===== config.mk =====
export PLATFORM = sky130hd
export DESIGN_NAME = morse_msg_sequencer_flat
export DESIGN_NICKNAME = d
export VERILOG_FILES = /design/src/rtl/morse_msg_sequencer_if.sv /design/src/rtl/morse_msg_sequencer.sv /design/src/flat_wrapper.sv
export SDC_FILE = /design/constraint.sdc
export NUM_CORES = 1
export LEC_CHECK = 0
export BUFFER_PORTS_ARGS = -buffer_cell sky130_fd_sc_hd__buf_4
export CORE_MARGIN = 1
export CORE_UTILIZATION = 45
export DETAILED_ROUTE_END_ITERATION = 6
export HOLD_SLACK_MARGIN = 0.1
export SYNTH_ARGS = -nofsm -noshare
export SYNTH_HDL_FRONTEND = slang
export SYNTH_SLANG_ARGS = --single-unit

===== constraint.sdc =====
create_clock -name clock -period 2.5 [get_ports clock]
set_input_delay 0.5 -clock clock [delete_from_list [all_inputs] [get_ports clock]]
set_output_delay 0.5 -clock clock [all_outputs]
set_load 0.005 [all_outputs]

===== src/rtl/morse_msg_sequencer_if.sv =====
// Byte-source / ROM / encoder signal bundle for morse_msg_sequencer.
// The sent_cnt member exists only when CHAR_CNT_EN is defined.
interface morse_msg_sequencer_if;
   logic        in_vald;
   logic [7:0]  in_char;
   logic        fifo_full;
   logic        fifo_empty;
   logic        ovf;
   logic [7:0]  rom_addr;
   logic [11:0] rom_data;
   logic        char_vald;
   logic [7:0]  charcode_data;
   logic [3:0]  charlen_data;
   logic        char_next;
   logic        busy;
   logic        bad_char;
   logic        timeout;
`ifdef CHAR_CNT_EN
   logic [15:0] sent_cnt;
`endif

   // Sequencer side
   modport slave (
      input  in_vald, in_char, rom_data, char_next,
      output fifo_full, fifo_empty, ovf, rom_addr, char_vald,
      output charcode_data, charlen_data, busy, bad_char, timeout
`ifdef CHAR_CNT_EN
      , output sent_cnt
`endif
   );

   // Host / ROM / encoder side
   modport master (
      output in_vald, in_char, rom_data, char_next,
      input  fifo_full, fifo_empty, ovf, rom_addr, char_vald,
      input  charcode_data, charlen_data, busy, bad_char, timeout
`ifdef CHAR_CNT_EN
      , input sent_cnt
`endif
   );
endinterface


===== src/rtl/morse_msg_sequencer.sv =====
// Message-level controller for the dassign3 Morse LED encoder.
// Buffers ASCII bytes in a FIFO, looks each byte up in an external
// synchronous ASCII-to-Morse ROM and hands one character at a time to the
// encoder over the char_vald/char_next handshake.
// Optional feature macro: CHAR_CNT_EN (adds the 16-bit sent_cnt output).
module morse_msg_sequencer #(
   parameter int DEPTH   = 16,
   parameter int SETTLE  = 2,
   parameter int TIMEOUT = 255
) (
   input  logic                 clock,
   input  logic                 reset,
   morse_msg_sequencer_if.slave bus
);

   localparam int AW = $clog2(DEPTH);
   localparam int SW = (SETTLE > 1) ? $clog2(SETTLE) : 1;
   localparam logic [SW-1:0] SETTLE_LAST = SW'(SETTLE - 1);
   localparam logic [7:0]    WAIT_LAST   = 8'(TIMEOUT - 1);
   localparam logic [AW:0]   FULL_COUNT  = (AW + 1)'(DEPTH);

   localparam logic [2:0] S_IDLE   = 3'd0;
   localparam logic [2:0] S_FETCH  = 3'd1;
   localparam logic [2:0] S_LOOKUP = 3'd2;
   localparam logic [2:0] S_ISSUE  = 3'd3;
   localparam logic [2:0] S_WAIT   = 3'd4;
   localparam logic [2:0] S_SETTLE = 3'd5;

   logic [7:0]    mem_q [DEPTH];
   logic [AW-1:0] wr_ptr_q, wr_ptr_d;
   logic [AW-1:0] rd_ptr_q, rd_ptr_d;
   logic [AW:0]   count_q, count_d;
   logic          fifo_full_q, fifo_full_d;
   logic          fifo_empty_q, fifo_empty_d;
   logic          ovf_q, ovf_d;
   logic [2:0]    state_q, state_d;
   logic [7:0]    rom_addr_q, rom_addr_d;
   logic [7:0]    code_q, code_d;
   logic [3:0]    len_q, len_d;
   logic          char_vald_q, char_vald_d;
   logic          char_next_q, char_next_d;
   logic [7:0]    wait_cnt_q, wait_cnt_d;
   logic [SW-1:0] settle_cnt_q, settle_cnt_d;
   logic          busy_q, busy_d;
   logic          bad_char_q, bad_char_d;
   logic          timeout_q, timeout_d;
`ifdef CHAR_CNT_EN
   logic [15:0]   sent_cnt_q, sent_cnt_d;
`endif

   logic push;
   logic pop;
   logic done;

   // Handshake qualifiers: accepted push, FSM pop, encoder rising edge
   always_comb begin
      push = bus.in_vald & ~fifo_full_q;
      pop  = (state_q == S_IDLE) & ~fifo_empty_q;
      done = bus.char_next & ~char_next_q;
   end

   // FIFO pointers, occupancy, status flags and sticky overflow
   always_comb begin
      wr_ptr_d = wr_ptr_q;
      rd_ptr_d = rd_ptr_q;
      count_d  = count_q;
      ovf_d    = ovf_q;
      if (push) begin
         wr_ptr_d = wr_ptr_q + 1'b1;
      end else begin
         wr_ptr_d = wr_ptr_q;
      end
      if (pop) begin
         rd_ptr_d = rd_ptr_q + 1'b1;
      end else begin
         rd_ptr_d = rd_ptr_q;
      end
      case ({push, pop})
         2'b10:   count_d = count_q + 1'b1;
         2'b01:   count_d = count_q - 1'b1;
         default: count_d = count_q;
      endcase
      if (bus.in_vald && fifo_full_q) begin
         ovf_d = 1'b1;
      end else begin
         ovf_d = ovf_q;
      end
      fifo_full_d  = (count_d == FULL_COUNT);
      fifo_empty_d = (count_d == {(AW + 1){1'b0}});
   end

   // Character sequencing FSM: fetch, ROM lookup, issue, wait, settle
   always_comb begin
      state_d      = state_q;
      rom_addr_d   = rom_addr_q;
      code_d       = code_q;
      len_d        = len_q;
      char_vald_d  = 1'b0;
      wait_cnt_d   = wait_cnt_q;
      settle_cnt_d = settle_cnt_q;
      bad_char_d   = bad_char_q;
      timeout_d    = timeout_q;
      case (state_q)
         S_IDLE: begin
            if (!fifo_empty_q) begin
               state_d    = S_FETCH;
               rom_addr_d = mem_q[rd_ptr_q];
            end else begin
               state_d = S_IDLE;
            end
         end
         S_FETCH: begin
            state_d = S_LOOKUP;
         end
         S_LOOKUP: begin
            if (bus.rom_data[3:0] > 4'd8) begin
               bad_char_d = 1'b1;
               state_d    = S_IDLE;
            end else begin
               code_d      = bus.rom_data[11:4];
               len_d       = bus.rom_data[3:0];
               char_vald_d = 1'b1;
               state_d     = S_ISSUE;
            end
         end
         S_ISSUE: begin
            wait_cnt_d = 8'd0;
            state_d    = S_WAIT;
         end
         S_WAIT: begin
            wait_cnt_d = wait_cnt_q + 8'd1;
            if (done) begin
               settle_cnt_d = {SW{1'b0}};
               state_d      = S_SETTLE;
            end else if (wait_cnt_q == WAIT_LAST) begin
               timeout_d    = 1'b1;
               settle_cnt_d = {SW{1'b0}};
               state_d      = S_SETTLE;
            end else begin
               state_d = S_WAIT;
            end
         end
         S_SETTLE: begin
            if (settle_cnt_q == SETTLE_LAST) begin
               state_d = S_IDLE;
            end else begin
               settle_cnt_d = settle_cnt_q + 1'b1;
               state_d      = S_SETTLE;
            end
         end
         default: begin
            state_d = S_IDLE;
         end
      endcase
      busy_d      = (state_d != S_IDLE);
      char_next_d = bus.char_next;
   end

`ifdef CHAR_CNT_EN
   // Issued-character counter; one count per ISSUE cycle, wraps naturally
   always_comb begin
      if (state_q == S_ISSUE) begin
         sent_cnt_d = sent_cnt_q + 16'd1;
      end else begin
         sent_cnt_d = sent_cnt_q;
      end
   end
`endif

   // FIFO storage; contents need no reset because the pointers define validity
   always_ff @(posedge clock) begin
      if (push) begin
         mem_q[wr_ptr_q] <= bus.in_char;
      end
   end

   // Control and output registers with asynchronous clear
   always_ff @(posedge clock or posedge reset) begin
      if (reset) begin
         wr_ptr_q     <= {AW{1'b0}};
         rd_ptr_q     <= {AW{1'b0}};
         count_q      <= {(AW + 1){1'b0}};
         fifo_full_q  <= 1'b0;
         fifo_empty_q <= 1'b1;
         ovf_q        <= 1'b0;
         state_q      <= S_IDLE;
         rom_addr_q   <= 8'h00;
         code_q       <= 8'h00;
         len_q        <= 4'h0;
         char_vald_q  <= 1'b0;
         char_next_q  <= 1'b0;
         wait_cnt_q   <= 8'd0;
         settle_cnt_q <= {SW{1'b0}};
         busy_q       <= 1'b0;
         bad_char_q   <= 1'b0;
         timeout_q    <= 1'b0;
`ifdef CHAR_CNT_EN
         sent_cnt_q   <= 16'd0;
`endif
      end else begin
         wr_ptr_q     <= wr_ptr_d;
         rd_ptr_q     <= rd_ptr_d;
         count_q      <= count_d;
         fifo_full_q  <= fifo_full_d;
         fifo_empty_q <= fifo_empty_d;
         ovf_q        <= ovf_d;
         state_q      <= state_d;
         rom_addr_q   <= rom_addr_d;
         code_q       <= code_d;
         len_q        <= len_d;
         char_vald_q  <= char_vald_d;
         char_next_q  <= char_next_d;
         wait_cnt_q   <= wait_cnt_d;
         settle_cnt_q <= settle_cnt_d;
         busy_q       <= busy_d;
         bad_char_q   <= bad_char_d;
         timeout_q    <= timeout_d;
`ifdef CHAR_CNT_EN
         sent_cnt_q   <= sent_cnt_d;
`endif
      end
   end

   assign bus.fifo_full     = fifo_full_q;
   assign bus.fifo_empty    = fifo_empty_q;
   assign bus.ovf           = ovf_q;
   assign bus.rom_addr      = rom_addr_q;
   assign bus.char_vald     = char_vald_q;
   assign bus.charcode_data = code_q;
   assign bus.charlen_data  = len_q;
   assign bus.busy          = busy_q;
   assign bus.bad_char      = bad_char_q;
   assign bus.timeout       = timeout_q;
`ifdef CHAR_CNT_EN
   assign bus.sent_cnt      = sent_cnt_q;
`endif

endmodule


===== src/flat_wrapper.sv =====
// flat-port wrapper written by rule: the top's interface ports become plain ports
module morse_msg_sequencer_flat 
#(
   parameter int DEPTH   = 16,
   parameter int SETTLE  = 2,
   parameter int TIMEOUT = 255
)
  (clock, reset, bus_in_vald, bus_in_char, bus_rom_data, bus_char_next, bus_fifo_full, bus_fifo_empty, bus_ovf, bus_rom_addr, bus_char_vald, bus_charcode_data, bus_charlen_data, bus_busy, bus_bad_char, bus_timeout);
  morse_msg_sequencer_if bus_i ();
  input  logic clock;
  input  logic reset;
  input wire logic [$bits(bus_i.in_vald)-1:0] bus_in_vald;
  input wire logic [$bits(bus_i.in_char)-1:0] bus_in_char;
  input wire logic [$bits(bus_i.rom_data)-1:0] bus_rom_data;
  input wire logic [$bits(bus_i.char_next)-1:0] bus_char_next;
  output wire logic [$bits(bus_i.fifo_full)-1:0] bus_fifo_full;
  output wire logic [$bits(bus_i.fifo_empty)-1:0] bus_fifo_empty;
  output wire logic [$bits(bus_i.ovf)-1:0] bus_ovf;
  output wire logic [$bits(bus_i.rom_addr)-1:0] bus_rom_addr;
  output wire logic [$bits(bus_i.char_vald)-1:0] bus_char_vald;
  output wire logic [$bits(bus_i.charcode_data)-1:0] bus_charcode_data;
  output wire logic [$bits(bus_i.charlen_data)-1:0] bus_charlen_data;
  output wire logic [$bits(bus_i.busy)-1:0] bus_busy;
  output wire logic [$bits(bus_i.bad_char)-1:0] bus_bad_char;
  output wire logic [$bits(bus_i.timeout)-1:0] bus_timeout;
  assign bus_i.in_vald = bus_in_vald;
  assign bus_i.in_char = bus_in_char;
  assign bus_i.rom_data = bus_rom_data;
  assign bus_i.char_next = bus_char_next;
  assign bus_fifo_full = bus_i.fifo_full;
  assign bus_fifo_empty = bus_i.fifo_empty;
  assign bus_ovf = bus_i.ovf;
  assign bus_rom_addr = bus_i.rom_addr;
  assign bus_char_vald = bus_i.char_vald;
  assign bus_charcode_data = bus_i.charcode_data;
  assign bus_charlen_data = bus_i.charlen_data;
  assign bus_busy = bus_i.busy;
  assign bus_bad_char = bus_i.bad_char;
  assign bus_timeout = bus_i.timeout;
  morse_msg_sequencer #(.DEPTH(DEPTH), .SETTLE(SETTLE), .TIMEOUT(TIMEOUT)) u_core (.clock(clock), .reset(reset), .bus(bus_i));
endmodule

## After elaboration in Yosys (flattened, before gate mapping)

Memory sizes are Yosys's and may differ from the RTL's. A register that Yosys moved wholly into a read port is not among the register bits.
Index checks and enable logic that the tools add are counted.

- $add $sub $neg: 6
- Order comparisons: 1
- Equality and inequality tests: 10
- Muxes and demuxes: 16
- Bitwise logic cells: 8
- Reduce and logical (&&, ||, !) cells: 11

Operators with widths:

| cell | count |
|---|---|
| 3-bit case mux with 6 select lines | 1 |
| 8-bit case mux with 2 select lines | 1 |
| 5-bit case mux with 2 select lines | 1 |
| 1-bit 2-to-1 mux | 9 |
| 4-bit by 1-bit adder with 4-bit output (second input constant) | 2 |
| 8-bit by 1-bit adder with 8-bit output (second input constant) | 1 |
| 8-bit equality test (second input constant) | 1 |
| 2-bit AND reduction | 4 |
| 3-bit by 2-bit equality test with 1-bit output (second input constant) | 2 |
| 3-bit equality test (second input constant) | 2 |
| 3-bit 2-to-1 mux | 2 |
| 5-bit by 1-bit adder with 5-bit output (second input constant) | 1 |
| 5-bit equality test (second input constant) | 1 |
| 5-bit logical NOT | 1 |
| 1-bit NOT | 5 |
| 5-bit by 1-bit subtractor with 5-bit output (second input constant) | 1 |
| 4-bit > comparator (second input constant) | 1 |
| 2-bit nonzero test | 2 |
| 1-bit bitwise AND | 3 |
| 3-bit by 1-bit equality test with 1-bit output (second input constant) | 1 |
| 3-bit logical NOT | 1 |
| 3-bit by 1-bit inequality test with 1-bit output (second input constant) | 1 |
| 3-bit AND reduction | 1 |
| 3-bit nonzero test | 1 |
| other kinds (6) | 6 |

- Flip-flop bits (word level): 45
- RAM bits: 128
- Input bits: 24
- Output and inout bits: 27
- Logic and storage cells: 69
- Memories kept: 1

Memories:

| name | words | width | rd ports | clocked after Yosys merged registers in | write ports | RTL line | text |
|---|---|---|---|---|---|---|---|
| u_core.mem_q | 16 | 8 | 1 | 1 | 1 | morse_msg_sequencer.sv:29 | `logic [7:0] mem_q [DEPTH];` |

## Longest topological paths before layout

Gate-level depths: netlist (run 1).

- Depth in word-level cells: 5
- Depth in mapped cells: 13
- Gate-level depth less buffers: 11

## Least setup slack after synthesis (run 1)

OpenSTA, ideal clock, no wires.

- Path type: register -> register
- Start: register u_core.fifo_empty_q (netlist: u_core.bus.fifo_empty)
- End: register u_core.fifo_empty_q (netlist: u_core.bus.fifo_empty)
- Library setup time: 0.089 ns
- Arrival time: 2.388 ns
- Data required time: 2.411 ns
- Path slack: 0.023 ns
- Cell stages (with the launch flop): 13
- Buffers on the path: 1
- Period minus slack after synthesis: 2.477 ns
- Cells stage by stage: dfstp_2 > nor2_1 > nand2_2 > clkinv_1 > ha_1 > buf_4 > xor2_1 > ha_1 > o21ai_0 > a21oi_2 > nor4_2 > xnor2_1 > nor4b_2

- Word-level cells in the longest chain between the ends: 5
- Elaborated cells on any way between the ends: 6
- Those cells by class: 2 x eq/ne; 1 x mux; 2 x bitwise; 1 x reduce/logical

Ends and longest elaborated chain:

| item | RTL line | text |
|---|---|---|
| from (decl) | morse_msg_sequencer.sv:34 | `logic fifo_empty_q, fifo_empty_d;` |
| from (signal assigned) | morse_msg_sequencer.sv:205 | `fifo_empty_q <= fifo_empty_d;` |
| 1-bit NOT (*) | morse_msg_sequencer.sv:58 | `pop = (state_q == S_IDLE) & ~fifo_empty_q;` |
| 1-bit bitwise AND (*) | morse_msg_sequencer.sv:58 |  |
| via u_core.pop | morse_msg_sequencer.sv:52 | `logic pop;` |
| 2-bit by 1-bit equality test with 1-bit output or 2-bit equality test (tied branches) | morse_msg_sequencer.sv:78 | `case ({push, pop})` |
| 5-bit case mux with 2 select lines (*) | morse_msg_sequencer.sv:78 |  |
| 5-bit logical NOT (*) | morse_msg_sequencer.sv:89 | `fifo_empty_d = (count_d == {(AW + 1){1'b0}});` |
| via u_core.fifo_empty_d | morse_msg_sequencer.sv:34 |  |

Mark *: on every way through the listed nets, which the timed path passes. The rest lies on a longest branch.
A chain may end at the register's enable or synchronous reset.

## Worst setup path in the final report (run 1)

Ends and elaborated chain as after synthesis.

==> results.md, run 1 <==
- The flow ran to the end, and the final reports show no timing, DRC or antenna violations.
- The gate count after technology mapping is roughly 430.
- Registers take 5170 um2.
- In the routed layout, each cell is associated on average with a via count of between 5 and 6.
- For this run, the leading register cell type out of synthesis is edfxtp_1.
- The number of global-route vias before repair is 3975.
- The cell with the biggest individual delay on the critical path is dfstp_2.
- The class of the tightest hold or removal check is input port to async pin.
- Together, buffers and inverters on the worst path number 1.
- The initial antenna violation count came to 0.
- For the pin with the worst max-slew slack, the measured transition is around 0.62 ns.
- The deepest level of the CTS H-tree is 4.
- The worst-case clock skew is 0.00777 ns.
- The count of input and output buffers is 50.
- VDD sags by at most ~0.54 mV.
- The total length of routed wires is between 10 and 15 mm.
- Setup violations remaining at the end of the flow were counted as 0.
- The leftover overflow at the end of global routing is 0.
- For the worst setup path, the data required time is 2.84 ns.
- Entering global routing, the biggest net connects 36 pins.
- Routability-driven placement finished with a final weighted congestion of between 0.7 and 0.8.
- 0 antenna diodes ended up in the layout.
- For this run, the post-layout net count is 553.
- After synthesis, the cell types taking the most area are edfxtp_1 (52%), dfrtp_1 (18%), mux4_2 (9.8%).
- Clock-pin slew was measured on the worst setup and hold paths at around 0.06 ns.
- The worst setup margin is ~0.19 ns.
- After detailed routing, the average wire length per cell comes to between 15 and 20 um.
- The worst-case setup slack after placement is about 0.044 ns.
- The first global-routing pass estimated approximately 21 mm of wire.
- The largest total area in the synthesized netlist belongs to edfxtp_1.
- The number of vias in the routed layout is approximately 4000.
- The most common cell after layout, fill and taps aside is edfxtp_1.
- The design draws ~10000 uW.
- Detailed placement ended at an HPWL of slightly above 9 mm.
- The die footprint is ~17000 um2.
- For this run, the number of Yosys warnings is 0.
- The max capacitance violation total is 0.
- The number of clock buffers added by TritonCTS is 17.
- STA classifies the critical path endpoint as a register.
- In the finished design, the share of the clock period the worst path needs comes to 0.924.
- The fraction of registers with async set or reset after synthesis is 0.293.
- The CTS tree is done.
- The type of the setup path with the least slack is register to register.
- The global-route total usage across every layer is 0.174.
- The area growth from synthesis to layout is 19.3%.
- The core region is 15900 um2.
- Fill cells in the final layout number 1285.
- The proportion of layout cells with a drive suffix above 1 is 0.329.
- After floorplanning, the core was divided into 46 placement rows.
- The synthesized area is roughly 7300 um2.
- The highest achievable clock rate is 433 MHz.
- The static leakage power is around 0.0033 uW.
- The die width is around 130 um.
- In this run, synthesis inferred between 100 and 150 flip-flops with an integrated enable.
- On the worst path, the slowest cell contributes a delay of approximately 0.54 ns.
- The clock root buffer is clkbuf_16.
- The clock network latency to the later pin of the worst-skew pair is ~0.42 ns.
- The number of non-filler instances in the completed layout is roughly 750.
- The final critical-path required period is between 2 and 2.5 ns.
- The share of Yosys cell area claimed by the top area cell type is 0.524.
- The number of nets handed over by synthesis was about 470.
- The number of DRC markers in iteration 0 is 260.
- The multi-input combinational cell area is around 2000 um2.
- The share of the core filled with cells in the final layout is 0.551.
- Traced cell by cell, the critical path runs through nor2_1, nand2_2, clkinv_1, ha_1, xor2_1, ha_1, o21ai_0, a21oi_2, nor4_2, xnor2_1, nor4b_4.
- The clock sink count is 181.
- The number of different library cells in the post-synthesis netlist is 49.
- The number of optimization iterations in the first detailed-route pass is 4.
- The post-synthesis register bit count is 181.
- For this configuration, the core starts out at a cell density of 0.462.
- In the routed design, unresolved DRC markers number 0.
- The number of hold-slack violations in the final timing report is 0.
- The final setup TNS is 0 ns.
- At the worst endpoint, the arrival time is 2.65 ns.
- For this run, the register share of the synthesized area comes to 0.704.
- The overall die height is around 130 um.
- Dividing total power by cell area gives a power density of 1160 nW/um2.
- The average footprint of a synthesized cell is ~17 um2.
- The top-level port count is 51.
- The final antenna-violating net count is 0.
- The number of buffers between clock root and the deepest sink is 2.
- The kind of launch point of the worst setup path is a register.
- The family with the most delay on the worst path is flip-flops.
- The number of max-slew violations in the final report is 0.
- The worst max-slew margin expressed relative to the limit is 0.584.
- The hold-fix buffer count after cts is 0.
- In the layout the commonest cells are edfxtp_1 (128), buf_4 (86), dfrtp_1 (51).
- In this run the worst path has a maximum fanout of 3.
- The dominant cell type by count on the critical path is ha_1.
- Including well taps, the total number of placed cells is 716.
-- synthesized netlist by cell type, types with 6 or more instances --
library cell,instances
nand2_1,24
a21oi_1,14
o21ai_1,8
mux2_2,13
dfrtp_1,52
buf_2,8
mux4_2,32
edfxtp_1,128
xor2_1,6
o21ai_0,12
mux2i_1,17
nand3_1,7
inv_1,8
nor2_1,28
xnor2_1,7
ha_1,10
-- worst paths after layout --
| kind | start | to | slack, ns | cells past startpoint |
|---|---|---|---|---|
| hold / removal | reset | u_core.wait_cnt_q[0]$_DFFE_PP0P_ | 0.16 | 2 |
| setup reg to reg | u_core.bus.fifo_empty$_DFF_PP1_ | u_core.bus.fifo_empty$_DFF_PP1_ | 0.19 | 11 |
| max in group asynchronous | reset | u_core.bus.fifo_empty$_DFF_PP1_ | 1.60 | 3 |
| setup / recovery | u_core.bus.fifo_empty$_DFF_PP1_ | u_core.bus.fifo_empty$_DFF_PP1_ | 0.19 | 11 |
| min in group clock | bus_char_next | u_core.char_next_q$_DFF_PP0_ | 0.20 | 1 |
| hold reg to reg | u_core.bus.ovf$_DFFE_PP0P_ | u_core.bus.ovf$_DFFE_PP0P_ | 0.46 | 1 |
-- worst register-to-register path: cells and delay by family (launching register included) --
| family | cells | cell delay [ns] |
|---|---|---|
| adder cells (fa/ha/maj) | 2 | 0.45 |
| AND/OR/NAND/NOR | 4 | 0.54 |
| AO/OA/AOI/OAI | 2 | 0.27 |
| XOR/XNOR | 2 | 0.35 |
| flip-flops | 1 | 0.54 |
| buffers and inverters | 1 | 0.09 |
-- metrics by stage --
stage	instance area (um2)	hold slack [ns]
after floorplan	7340	0.451
final	8760	0.157
after global routing	8760	0.176
after global placement	8170	0.440
after detailed placement	8170	0.449
after CTS	8750	0.176
-- layout make-up --
cell class,instances,share of cell area
well taps,216,0.0309
flip-flops and latches,181,0.591
clock inverters,14,0.0173
multi-input cells,222,0.230
clock buffers,18,0.0490
repair buffers,88,0.0783
inverters,9,0.00386
-- cell families (layout without fill, tap and decap cells) --
group,after synthesis,count (layout),share of synthesized area
simple gates,89,89,0.0617
mux,62,62,0.141
fa+ha+maj,10,10,0.0170
xor+xnor,13,13,0.0155
compound gates,48,48,0.0378
buf+inv,29,129,0.0223
flops,181,181,0.704
-- power breakdown --
group | internal, uW | switching, uW
clock | 1480 | 1120
sequential | 3810 | 343
combinational | 1680 | 1700
-- sequential cells by signal, summed over array words and instances (netlist names), 3 cells and up --
signal and cells:
u_core.state_q 3, u_core.wr_ptr_q 4, u_core.bus.charcode_data 8, u_core.mem_q 128, u_core.bus.rom_addr 8, u_core.count_q 5, u_core.wait_cnt_q 8, u_core.rd_ptr_q 4
u_core.bus.charlen_data 4
-- metal layers --
layer,wire length (um),track usage
met5,0,0
met4,126,0.0595
met3,819,0.0455
met2,6740,0.293
met1,5700,0.220
-- repair_timing --
| action | in CTS | in global routing |
|---|---|---|
| endpoints found under the hold margin | 0 | 0 |
| gates resized for setup | 0 | 1 |
| endpoints found under the setup margin | 0 | 1 |
| setup buffers | 0 | 0 |
Note: power is estimated with default switching activity, not from simulation.
==> inputs of run 2 (changes only) <==
- ABC_AREA: unset -> 1
==> run 2 against run 1 <==
Critical endpoint unchanged. Sequential power about the same. Combinational power up 9.8%. Critical path type unchanged. Flip-flop and latch count is the same. Critical path depth rose by 3. Clock-buffer cell count rose by 2.
==> results.md, run 2 <==
- The share of total power in sequential cells is 0.397 (-0.013).
- The max capacitance violation total is 0 (unchanged).
- The final antenna-violating net count came to 0 (unchanged).
- The critical path in this run is classified as register to register.
- The leftover overflow at the end of global routing is 0 (unchanged).
- The number of buffer and inverter stages on the critical path is 2 (+1).
- The overall power is 10400 uW (+2.9%).
- The placed wire-length estimate is 11.7 mm (+27%).
- The worst-case clock skew is 0.00858 ns (+0.000806 ns).
- The count of flip-flops with a built-in enable after synthesis is 128 (unchanged).
- The cell accounting for the most synthesized area is edfxtp_1.
- The clock network latency to the later pin of the worst-skew pair is 0.43 ns (about the same).
- The routability-driven placement congestion ratio is 0.888 (+12%).
- The hold-fix buffer count after cts is 0 (unchanged).
- The sequential share of the synthesized area came to 0.681 (-0.0237).
- The tree is rooted in a clkbuf_16.
- The die width is 132 um (+1.7%).
- The most common cell after layout, fill and taps aside is nor2_1.
- The largest vdd supply drop came to 0.592 mV (+9.7%).
- In the layout the commonest cells are nor2_1 (147), edfxtp_1 (128), nand2_1 (119).
- Setup repair after global routing left no endpoint under its margin.
- The arrival time of the worst setup path was 2.60 ns (-0.05 ns).
- The largest net degree at the start of global routing is 40 (+11%).
- The CTS tree is done.
- The global-route total usage across every layer is 0.212 (+0.0383).
- The flow ran to the end, and the final reports show no timing, DRC or antenna violations.
- By count the netlist is led by nor2_1 (148), edfxtp_1 (128), nand2_1 (119), o21ai_0 (54), dfrtp_1 (52).
- The share of power burned in combinational logic is 0.355 (+0.021).
- The number of rows created at floorplan was 47 (+2.2%).
- The critical path goes through nor2_1, nand2_1, inv_1, ha_1, nand2_1, inv_1, nor2_2, ha_1, nand2_1, nand2_1, or2_0, nor2_1, nand3_1, nor2_1.
- The synthesis-to-layout area growth is 16.2%.
- The number of max-slew violations in the final report came to 0 (unchanged).
- The share of total power in the clock network is 0.248 (-0.008).
- The synthesized area is 7600 um2 (+3.5%).
- The number of buffers added by the clock tree synthesis step is 17 (unchanged).
- The share of Yosys cell area claimed by the top area cell type is 0.506 (-0.0176).
- The wire length of the first global-routing pass came to 27.6 mm (+31%).
- The final period utilization is 0.897 (-0.0266).
- The number of buffers between clock root and the deepest sink is 2 (unchanged).
- For this design, the slowest cell found on the critical path is dfrtp_1.
- The kind of launch point of the worst setup path is a register.
- The highest achievable clock rate is 446 MHz (+3.0%).
- The min-delay analysis places its worst path in the category input port to async pin.
- The yosys synthesis warning count came to 0 (unchanged).
- The deepest level of the CTS H-tree came to 4 (unchanged).
- Among all flip-flop cells after synthesis, the most frequent one is edfxtp_1.
- The overall die height was 132 um (+1.7%).
- The most used standard cell by instance count after synthesis is nor2_1.
- The number of nets produced by synthesis was 733 (+57%).
- The switching share of power is 0.368 (+0.0565).
- The number of hold-slack violations in the final timing report is 0 (unchanged).
- The largest driver fanout on the critical path came to 6 (+3).
- The internal power is 6590 uW (-5.6%).
- The proportion of layout cells with a drive suffix above 1 is 0.151 (-0.178).
- The initial antenna violation count was 0 (unchanged).
- The fraction of registers with async set or reset after synthesis is 0.293 (unchanged).
- The worst path required time is 2.85 ns (about the same).
- The power density over the cells came to 1180 nW/um2 (+2.1%).
- The via count normalized by instance count came to 5.17 (-1.7%).
- The total length of routed wires was 17.3 mm (+29%).
- The die footprint is 17400 um2 (+3.4%).
- The post-synthesis register bit count is 181 (unchanged).
- The static leakage power was 0.00359 uW (+9.8%).
- The number of flip-flops under the largest register name came to 128 (unchanged).
- The top-level port count is 51 (unchanged).
- The final-stage net count came to 802 (+45%).
- The number of different library cells in the post-synthesis netlist is 31 (-37%).
- More flip-flops sit in one register than any other, and that register is u_core.mem_q.
- The number of vias in the routed layout is 5174 (+31%).
- The final setup TNS is 0 ns (unchanged).
- STA classifies the critical path endpoint as a register.
- The clock transition time at the flip-flop clock pins of the worst setup and hold paths is 0.07 ns (about the same).
- The count of input and output buffers is 50 (unchanged).
- The reported net switching power came to 3840 uW (+22%).
- The core footprint was 16500 um2 (+4.0%).
- By area the synthesized netlist is led by edfxtp_1 (51%), dfrtp_1 (17%), nor2_1 (7.3%).
- The final setup violation count came to 0 (unchanged).
- The starting density of the core came to 0.460 (-0.00244).
- The average footprint of a synthesized cell is 10.9 um2 (-36%).
- The number of optimization iterations in the first detailed-route pass is 5 (+1).
- The gate count after technology mapping is 699 (+62%).
- The number of global-route vias before repair is 5103 (+28%).
- The worst max-slew margin expressed relative to the limit is 0.519 (-0.0645).
- The transition time at the pin with the least slew margin is 0.718 ns (+0.0949 ns).
- The final critical-path required period is 2.24 ns (-0.0665 ns).
- The longest individual stage delay on the worst path is 0.39 ns (-0.15 ns).
- The final routed DRC violation total was 0 (unchanged).
- The worst hold slack after final layout is 0.106 ns (-0.0511 ns).
- The clock sink count was 181 (unchanged).
- The dominant cell type by count on the critical path is nand2_1.
- The final-layout fill cell count is 1444 (+12%).
- The number of DRC markers in iteration 0 came to 524 (+100%).
- The family with the most delay on the worst path is simple AND/OR/NAND/NOR gates.
- The detail-routed net length per standard cell is 17.3 um (-3.5%).
- The number of diodes was 0 (unchanged).
-- run 2: stage by stage --
| stage | setup slack [ns] | util | std cells | cell area [um2] |
|---|---|---|---|---|
| floorplan | 0.140 | - | 699 | 7600 |
| finish | 0.258 | 0.534 | 1001 | 8830 |
| detailed placement | 0.172 | 0.500 | 969 | 8260 |
| global route | 0.0186 | 0.534 | 1001 | 8830 |
| CTS | 0.245 | 0.534 | 1001 | 8820 |
| global placement | 0.218 | 0.500 | 969 | 8260 |
-- run 2: power by group through the flow --
stage               clock, uW  combinational [uW]  sequential (uW)
floorplan                   0                2580             4100
global placement            0                3650             4170
detailed placement          0                3720             4190
CTS                      2620                3740             4140
global route             2740                4230             4200
finish                   2590                3710             4140
-- run 2: final cells by class --
class	instances	area [um2]	area share
clock inverter	12	130	0.0147
tap	220	275	0.0312
sequential	181	5170	0.586
inverter	44	165	0.0187
timing repair buffer	79	593	0.0672
multi-input combinational	445	2050	0.233
clock buffer	20	437	0.0495
-- run 2: per-layer routing --
layer,part of all wire,vias to the layer above,global-route usage
met5,0,-,0
met4,0.019,0,0.0807
met3,0.042,25,0.0469
met2,0.50,101,0.345
met1,0.44,2556,0.279
li1,-,2492,-
-- run 2: what timing repair did --
item | in CTS | in global routing
setup endpoints to repair | 0 | 1
resized for setup | 0 | 1
setup buffers | 0 | 0
-- run 2: cells by family after synthesis --
family | count (synthesis) | synth area share
DFF | 181 | 0.681
adders and majority gates | 10 | 0.0165
buffers and inverters | 73 | 0.0492
AOI/OAI and AO/OA | 95 | 0.0670
and+or+nand+nor | 330 | 0.175
muxes | 2 | 0.00264
xor gates and xnor gates | 8 | 0.00922
-- run 2: path summary, 6_finish.rpt --
path | startpoint | to | slack, ns | cells past startpoint
setup / recovery | u_core.state_q[1]$_DFF_PP0_ | u_core.bus.fifo_empty$_DFF_PP1_ | 0.26 | 14
hold / removal | reset | u_core.bus.charcode_data[4]$_DFFE_PP0P_ | 0.11 | 2
setup reg to reg | u_core.state_q[1]$_DFF_PP0_ | u_core.bus.fifo_empty$_DFF_PP1_ | 0.26 | 14
hold reg to reg | u_core.bus.ovf$_DFFE_PP0P_ | u_core.bus.ovf$_DFFE_PP0P_ | 0.47 | 1
max in group asynchronous | reset | u_core.bus.fifo_empty$_DFF_PP1_ | 1.71 | 3
min in group clock | bus_char_next | u_core.char_next_q$_DFF_PP0_ | 0.18 | 1
==> inputs of run 3 (changes only) <==
- CORE_UTILIZATION: 45 -> 51
- PLACE_DENSITY: unset -> 0.72
==> run 3 against run 2 <==
Clock power is 10% higher. Combinational power is 1% lower. Critical path depth stayed put. Critical endpoint unchanged. Largest power group unchanged. Total power is 2.8% higher.
==> results.md, run 3 (synthesis gave the netlist of run 2 again) <==
- Setup repair after global routing left no endpoint under its margin.
- The worst path required time is 2.86 ns (about the same).
- The register with the most flip-flops is u_core.mem_q.
- TritonCTS built the clock tree.
- The deepest level of the CTS H-tree is 4 (unchanged).
- The number of DRC markers in iteration 0 came to 446 (-15%).
- The internal power was 6870 uW (+4.3%).
- The most crowded layer after global routing is met2.
- STA classifies the critical path endpoint as a register.
- The final-stage net count is 799 (-0.37%).
- The global-route total usage across every layer is 0.238 (+0.0253).
- The final setup TNS is 0 ns (unchanged).
- The path with the worst hold slack has its endpoint at u_core.char_next_q$_DFF_PP0_.
- The worst hold path begins at bus_char_next.
- STA classifies the critical path startpoint as a register.
- The switching share of power was 0.359 (-0.00936).
- The number of hold-slack violations in the final timing report is 0 (unchanged).
- The library cell used most frequently in the layout, excluding fill and tap cells, is nor2_1.
- The worst-case clock skew was 0.00661 ns (-0.00197 ns).
- The total length of routed wires is 17.1 mm (-0.79%).
- The number of diodes is 0 (unchanged).
- The clock network latency to the later pin of the worst-skew pair is 0.44 ns (about the same).
- The reported net switching power is 3850 uW (+0.16%).
- The number of max-slew violations in the final report was 0 (unchanged).
- The final antenna-violating net count is 0 (unchanged).
- The flow ran to the end, and the final reports show no timing, DRC or antenna violations.
- The overall power is 10700 uW (+2.8%).
- The arrival time of the worst setup path is 2.59 ns (about the same).
- The largest net degree at the start of global routing is 34 (-15%).
- The wire length of the first global-routing pass is 26.5 mm (-4.1%).
- The fraction of met3 tracks used by global routing is 0.0398 (-0.00707).
- The fraction of met2 tracks used by global routing is 0.391 (+0.0461).
- The share of total power in sequential cells came to 0.391 (-0.006).
- The number of rows created at floorplan is 44 (-6.4%).
- The largest driver fanout on the critical path is 6 (unchanged).
- The synthesis-to-layout area growth was 16.2% (about the same).
- The number of buffer and inverter stages on the critical path is 2 (unchanged).
- The final routed DRC violation total is 0 (unchanged).
- The die width was 124 um (-6.0%).
- The max capacitance violation total was 0 (unchanged).
- The critical register-to-register path startpoint is u_core.bus.fifo_empty$_DFF_PP1_.
- The number of buffers added by the clock tree synthesis step is 17 (unchanged).
- The number of optimization iterations in the first detailed-route pass was 4 (-1).
- The final critical-path required period is 2.23 ns (-0.0133 ns).
- The final-layout fill cell count is 1176 (-19%).
- The number of non-filler instances in the completed layout is 961 (-4.0%).
- The clock sink count is 181 (unchanged).
- The share of power burned in combinational logic is 0.343 (-0.012).
- The final setup violation count is 0 (unchanged).
- The worst hold slack after final layout is 0.188 ns (+0.0816 ns).
- The number of flip-flops under the largest register name was 128 (unchanged).
- The number of placed cells counting well taps is 929 (-4.1%).
- The clock transition time at the flip-flop clock pins of the worst setup and hold paths came to 0.06 ns (about the same).
- The proportion of layout cells with a drive suffix above 1 is 0.148 (-0.00308).
- The leftover overflow at the end of global routing is 0 (unchanged).
- The placed wire-length estimate is 11.5 mm (-1.8%).
- The initial antenna violation count was 0 (unchanged).
- The highest achievable clock rate came to 449 MHz (+0.60%).
- Counting instances, the worst hold path has a depth of 1.
- The setup path with the least slack is of type register to register.
- The routability-driven placement congestion ratio is 0.821 (-7.5%).
- The power density over the cells is 1210 nW/um2 (+2.8%).
- The top-level port count is 51 (unchanged).
- The depth of the worst register-to-register path is 14 (unchanged).
- The endpoint identified for the worst register-to-register timing path is u_core.bus.fifo_empty$_DFF_PP1_.
- The static leakage power came to 0.00361 uW (+0.68%).
- The number of vias in the routed layout is 5250 (+1.5%).
- The core footprint is 14500 um2 (-12%).
- The share of total power in the clock network was 0.266 (+0.018).
- The worst max-slew margin expressed relative to the limit came to 0.513 (-0.00645).
- The signal on the critical path passes through nor2_1, nand2_1, inv_1, ha_2, nand2_1, inv_1, nor2_1, ha_1, nand2_1, nand2_1, or2_0, nor2_1, nand3_1, nor2_1.
- The number of buffers between clock root and the deepest sink is 2 (unchanged).
- The overall die height is 124 um (-6.0%).
- The met1 demand-to-capacity share in global routing is 0.319 (+0.0391).
- The longest individual stage delay on the worst path is 0.53 ns (+0.14 ns).
- The starting density of the core was 0.523 (+0.0630).
- The die footprint came to 15400 um2 (-12%).
- The number of global-route vias before repair is 4973 (-2.5%).
- Among all stages on the critical path, the largest delay is contributed by dfstp_2.
- The final period utilization came to 0.892 (-0.00533).
- The detail-routed net length per standard cell is 17.8 um (+3.3%).
- The largest vdd supply drop is 0.656 mV (+11%).
- The class of the tightest hold or removal check is input port to register.
- The tree is rooted in a clkbuf_16.
- The transition time at the pin with the least slew margin is 0.728 ns (+0.00964 ns).
- The library cells used most frequently in the layout, excluding fill and tap cells, are nor2_1 (148), edfxtp_1 (128), nand2_1 (119).
- In this design, the largest share of critical-path delay is due to simple AND/OR/NAND/NOR gates.
- The via count normalized by instance count came to 5.46 (+5.7%).
- The count of input and output buffers was 50 (unchanged).
- The worst setup slack for register-to-register paths is 0.27 ns (about the same).
-- run 3: cell type report --
type                       instances  area [um2]  area share
timing repair buffer              76         573      0.0649
sequential                       181        5170       0.586
inverter                          44         165      0.0187
tap                              184         230      0.0261
clock inverter                    14         208      0.0235
clock buffer                      17         425      0.0482
multi-input combinational        445        2050       0.233
-- run 3: worst max-delay path by stage --
| stage | endpoint | slack, ns | depth (start not counted) | start |
|---|---|---|---|---|
| CTS | u_core.bus.fifo_empty$_DFF_PP1_ | 0.21 | 14 | u_core.bus.fifo_empty$_DFF_PP1_ |
| detailed placement | u_core.bus.fifo_empty$_DFF_PP1_ | 0.12 | 15 | bus_in_vald |
| floorplan | u_core.bus.fifo_full$_DFF_PP0_ | 0.14 | 14 | bus_in_vald |
| global placement | u_core.bus.fifo_empty$_DFF_PP1_ | 0.19 | 15 | bus_in_vald |
| global route | u_core.bus.fifo_empty$_DFF_PP1_ | 0.05 | 14 | u_core.bus.fifo_empty$_DFF_PP1_ |
| finish | u_core.bus.fifo_empty$_DFF_PP1_ | 0.27 | 14 | u_core.bus.fifo_empty$_DFF_PP1_ |
-- run 3: metal layers --
metal,up-vias,share of wire
li1,2487,-
met1,2587,0.42
met2,154,0.52
met3,22,0.050
met4,0,0.015
met5,-,0
-- run 3: stage by stage --
step | setup WS, ns | utilization | area (um2)
finish | 0.271 | 0.607 | 8830
global route | 0.0465 | 0.607 | 8830
CTS | 0.210 | 0.607 | 8830
detailed placement | 0.117 | 0.563 | 8180
global placement | 0.193 | 0.563 | 8180
floorplan | 0.140 | - | 7600
-- run 3: timing repair --
action	in CTS	in global routing
endpoints found under the hold margin	19	0
hold buffers	1	0
endpoints found under the setup margin	0	2
gates resized for setup	0	1
setup buffers	0	0
-- run 3: power groups by stage --
stage                     sequential (uW)  combinational, uW  clock [uW]
final                                4190               3670        2860
after global routing                 4250               4150        2990
after CTS                            4190               3700        2880
after detailed placement             4240               3660           0
after global placement               4210               3540           0
after floorplan                      4100               2580           0
